$ cat config.mk
export PLATFORM = sky130hd
export DESIGN_NAME = jt51_reg_wr
export DESIGN_NICKNAME = d
export VERILOG_FILES = /design/src/rtl/jt51_reg_wr.sv
export SDC_FILE = /design/constraint.sdc
export NUM_CORES = 1
export LEC_CHECK = 0
export CAP_MARGIN = 20
export CORE_ASPECT_RATIO = 1.5
export CORE_MARGIN = 10
export CORE_UTILIZATION = 40
export DETAILED_ROUTE_END_ITERATION = 7
export PLACE_DENSITY = 0.75
export REMOVE_ABC_BUFFERS = 1
export SETUP_SLACK_MARGIN = 0.15
export SYNTH_ARGS = -nofsm -noshare
export SYNTH_HDL_FRONTEND = slang
export SYNTH_SLANG_ARGS = --single-unit
export TNS_END_PERCENT = 30
$ cat constraint.sdc
create_clock -name clk -period 2.2 [get_ports clk]
set_clock_uncertainty 0.05 [all_clocks]
set_input_delay 0.33 -clock clk [delete_from_list [all_inputs] [get_ports clk]]
set_output_delay 0.33 -clock clk [all_outputs]
set_load 0.1 [all_outputs]
$ cat src/rtl/jt51_reg_wr.sv
// rtl/jt51_reg_wr.sv - CPU write port and per-channel register update sequencer
// Latches address/data writes and raises update strobes when the channel slot comes around.
module jt51_reg_wr (
  input  logic       clk,
  input  logic       rst_n,
  input  logic       cen,
  input  logic       cs_n,
  input  logic       wr_n,
  input  logic       a0,
  input  logic [7:0] din,
  output logic [7:0] dout,
  output logic       busy,
  output logic [2:0] cur_ch,
  output logic [7:0] wdata,
  output logic       up_rl_ch,
  output logic       up_fb_ch,
  output logic       up_con_ch,
  output logic       up_kc_ch,
  output logic       up_kf_ch,
  output logic       up_ams_ch,
  output logic       up_pms_ch
);

  typedef enum logic {ST_IDLE, ST_WAIT} state_t;

  state_t     state, state_nxt;
  logic [7:0] addr;
  logic       wr_prev;
  logic       wr_act, wr_new;
  logic       addr_wr, data_wr;
  logic       in_range, ch_match, upd;

  // Writes are edge-qualified so a strobe held over several clocks counts once
  assign wr_act   = ~cs_n & ~wr_n;
  assign wr_new   = wr_act & ~wr_prev;
  assign addr_wr  = wr_new & ~a0 & ~busy;
  assign data_wr  = wr_new &  a0 & ~busy;

  assign busy     = (state == ST_WAIT);
  assign dout     = {busy, 7'b0};
  assign in_range = (addr[7:5] == 3'b001);
  assign ch_match = (cur_ch == addr[2:0]);
  assign upd      = busy & in_range & ch_match;

  assign up_rl_ch  = upd & (addr[4:3] == 2'b00);
  assign up_fb_ch  = up_rl_ch;
  assign up_con_ch = up_rl_ch;
  assign up_kc_ch  = upd & (addr[4:3] == 2'b01);
  assign up_kf_ch  = upd & (addr[4:3] == 2'b10);
  assign up_ams_ch = upd & (addr[4:3] == 2'b11);
  assign up_pms_ch = up_ams_ch;

  always_comb begin
    state_nxt = state;
    case (state)
      ST_IDLE: if (data_wr) state_nxt = ST_WAIT;
      ST_WAIT: if (cen && (ch_match || !in_range)) state_nxt = ST_IDLE;
      default: state_nxt = ST_IDLE;
    endcase
  end

  always_ff @(posedge clk or negedge rst_n) begin
    if (!rst_n) begin
      state   <= ST_IDLE;
      addr    <= 8'h00;
      wdata   <= 8'h00;
      wr_prev <= 1'b0;
      cur_ch  <= 3'd0;
    end else begin
      state   <= state_nxt;
      wr_prev <= wr_act;
      if (addr_wr) addr  <= din;
      if (data_wr) wdata <= din;
      if (cen)     cur_ch <= cur_ch + 3'd1;
    end
  end

endmodule

# Word level (Yosys, flattened, before mapping)
# Index checks and enable logic that the tools add are counted.
[totals]
ff_bits = 21
latchBits = 0
ram_bits = 0
rom_bits = 0
in_bits = 14
out_inout_bits = 27
word_cells = 35
n_memories = 0
[classes]
addsub = 1
multipliers = 0
div = 0
magnitude_cmp = 0
n_eq_ne = 5
shift = 0
n_mux = 3
bitwise = 17
reduce_logical = 4
[op_table]
columns = ["operator", "count"]
rows = [
  ["bitwise AND 1 bit", 12],
  ["inverter 1 bit", 5],
  ["== test 2 bit (second input constant)", 2],
  ["adder 3 x 1 -> 3 bit (second input constant)", 1],
  ["== test 3 x 1 -> 1 bit (second input constant)", 1],
  ["== test 3 bit", 1],
  ["== test 2 x 1 -> 1 bit (second input constant)", 1],
  ["logical NOT 2 bit", 1],
  ["two-way mux 1 bit", 2],
  ["case mux 1 bit (2 select lines)", 1],
  ["logical AND 1 bit", 1],
  ["logical NOT 1 bit", 1],
  ["logical OR 1 bit", 1],
]

# Longest topological paths before layout
[depth]
ltp_word = 7
ltp_mapped = 4
mapped_depth_nobuf = 3

# Worst setup path before layout
# Ideal clock, no wire load.
[synth_timing]
kind = "register to output"
startpoint = "register cur_ch[0]"
endpoint = "output port up_fb_ch"
arrival_time_ns = 5.411
required_time_ns = 1.820
setup_slack_ns = -3.591
stages_incl_launch_ff = 5
path_buffers = 1
path_cell_list = "dfrtp_1 xor2_1 nor3_1 nor4b_1 buf_4"
[synth_between]
elab_chain_len = 3
[synth_rtl]
columns = ["item", "line", "source"]
rows = [
  ["start: declaration", "13", "output logic [2:0] cur_ch,"],
  ["start signal: assignment", "74", "if (cen) cur_ch <= cur_ch + 3'd1;"],
  ["== test 3 bit", "42", "assign ch_match = (cur_ch == addr[2:0]);"],
  ["bitwise AND 1 bit", "43", "assign upd = busy & in_range & ch_match;"],
  ["bitwise AND 1 bit", "45", "assign up_rl_ch = upd & (addr[4:3] == 2'b00);"],
  ["end: declaration", "16", "output logic up_fb_ch,"],
]
# Every way passes these cells.

# Worst setup path after layout
[layout_timing]
startpoint = "register addr[0]"
endpoint = "output port up_kf_ch"
[layout_between]
elab_chain_len = 3
[layout_rtl]
columns = ["item", "line", "source"]
rows = [
  ["start: declaration", "27", "logic [7:0] addr;"],
  ["start signal: assignment", "72", "if (addr_wr) addr <= din;"],
  ["== test 3 bit", "42", ""],
  ["bitwise AND 1 bit", "43", ""],
  ["bitwise AND 1 bit", "49", "assign up_kf_ch = upd & (addr[4:3] == 2'b10);"],
  ["end: declaration", "19", "output logic up_kf_ch,"],
]
# Every way passes these cells.

==> results.txt <==
leading area contributor after synthesis = dfrtp_1
Max rail drop VDD = 0.735 mV
CP required = 1.82 ns
final design utilization = 61.8%
maximum root-to-sink buffer count = 2
DRC Markers = 0
Routed Antenna Nets = 0
clock root buffer = clkbuf_4
final setup fails = 0
Final GP Congestion = 0.692
RSZ-0062 raised after global routing = true
Max Transition Viols Final = 0
final count of hold timing violations = 0
EDFF count, synth = 0
ANT cells = 0
DP Area = 0.00132 mm2
Synth Register Bits = 21
Sink Count = 21
wire per inst = 17.4 um
CTS clock-pin slew for the worst setup and hold paths = 0.11 ns
CP Cell Sequence = xor2_2 -> nor3_4 -> buf_4 -> and4b_1 -> buf_12
Via density = 5.09
initial antenna violation count = 0
Cells after Synth = 71
Pleak = 0.635 nW
top post-synthesis cells by area = dfrtp_1, mux2_2, buf_4
FILL cells = 184
vias in the first global route = 797
Max stage delay on crit path = 0.42 ns
port bufs = 33
Crit path arrival time = 1.77 ns
top cell type's share of synthesized area = 53.8%
DRT Pass-1 Iters = 3
htree depth = 1
CTS Hold Bufs = 0
Die ar. = 0.00486 mm2
layout cell share with drive strength beyond 1 = 50.0%
nature of the critical path startpoint = register
Worst Hold Class = primary input to async pin
Crit. End Element = primary output
hpwl dp = 1770 um
Yosys warning total = 0
largest net degree at the start of global routing = 22
number of max-cap violations = 0
Max FO, Critical Path = 4
final critical-path share of the clock period = 97.8%
1st-iter DRT viols = 2
Yosys cell types = 20
status = complete, no violations
Routed WL = 2280 um
Total Routing Usage GR = 9.94%
nets@finish = 124
CP max stage cell = dfrtp_1
worst hold margin = 0.302 ns
Clock Latency Late Sink = 0.31 ns
Die Ht = 80.5 um
highest clock rate = 0.465 GHz
via count = 667
aggregate global routing overflow = 0
most frequent cell after synthesis = dfrtp_1
Async SR Flop Fraction = 100%
WS Path Type = register to primary output
Mapped Area = 976 um2
CTS tree = built
Syn Area/Cell = 13.7 um2
Starting Density = 42.7%
global-route wire length before repair = 3750 um
Synth-to-Final Area Change = 44.7%
IO Pins = 41
PD cells = 1400 mW/mm2
Die Wd = 60.3 um
min Tclk post-route = 2.15 ns
core box area = 0.00229 mm2
FP Rows = 21
Seq/Total Area, Yosys = 53.8%
Primary FF master, synth = dfrtp_1
cts bufs inserted = 3
post-route cell area = 0.00141 mm2
top cells by count, synth = dfrtp_1, mux2_2, buf_4
-- timing repair --
| item | 4_1_cts | 5_1_grt |
|---|---|---|
| pin swaps | 1 | 3 |
| buffers inserted | 3 | 1 |
| hold endpoints to repair | 0 | 0 |
| resized for setup | 2 | 6 |
| setup endpoints to repair | 7 | 7 |
-- through the flow --
step,power [mW],TNS [ns],worst slack (ns),instances
floorplan,1.44,-35.93,-9.28,65
global placement,1.67,0,0.145,123
detailed placement,1.69,0,0.151,123
CTS,1.93,0,0.0370,130
global route,2.07,-0.101,-0.0265,131
finish,1.98,0,0.0479,131
-- report_power, final --
group | switching (mW) | internal [mW]
Combinational | 0.855 | 0.327
Sequential | 0.0961 | 0.513
Clock | 0.116 | 0.0709
Total | 1.07 | 0.911
-- cell type report --
type	count	area [um2]	area share, %
well taps	23	28.8	2.04
flip-flops and latches	21	527	37.3
inverters	2	7.51	0.531
clock buffers	4	26.3	1.86
multi-input cells	42	407	28.8
repair buffers	39	417	29.5
-- layout by cell type (no fill, tap or decap), types with 2 or more instances in the layout --
master and n:
and4b_1 2, buf_4 18, mux2_2 17, xor2_1 3, clkdlybuf4s50_1 13, conb_1 7, buf_12 7, dfrtp_1 20
inv_1 2, clkbuf_4 3
-- registers in the layout (all words and copies together) (netlist names) --
| register | cells |
|---|---|
| wdata | 8 |
| cur_ch | 3 |
| busy | 1 |
| wr_prev | 1 |
| addr | 8 |
-- per-layer routing --
layer / wire length (um) / global-route usage (%) / part of all wire [%]
met5: 0 / 0 / 0
met4: 55 / 4.73 / 2.4
met3: 240 / 4.57 / 11
met2: 1220 / 17.6 / 54
met1: 760 / 9.18 / 33
-- path summary, 6_finish.rpt --
kind | from | to | slack (ns) | cells after the start
max | addr[0] | up_kf_ch | 0.05 | 5
min | rst_n | wr_prev | 0.30 | 2
max reg2reg | busy | addr[2] | 0.63 | 3
min reg2reg | addr[6] | addr[6] | 0.47 | 1
max in group asynchronous | rst_n | cur_ch[0] | 1.56 | 2
min in group clk | addr[6] | addr[6] | 0.47 | 1
-- logic make-up after synthesis --
logic type	synth area share [%]
adder cells (fa/ha/maj)	1.28
AO/OA/AOI/OAI	0.898
buffers and inverters	10.4
multiplexers	19.6
flip-flops	53.8
AND/OR/NAND/NOR	9.10
XOR/XNOR	4.49
other	0.384
-- worst max-delay path: cells and delay by family, from the launching register on --
family | cells | cell delay [ns]
simple gates | 2 | 0.50
flops | 1 | 0.42
buf+inv | 2 | 0.34
xor+xnor | 1 | 0.19
No activity file was read; power rests on OpenSTA's default activity.
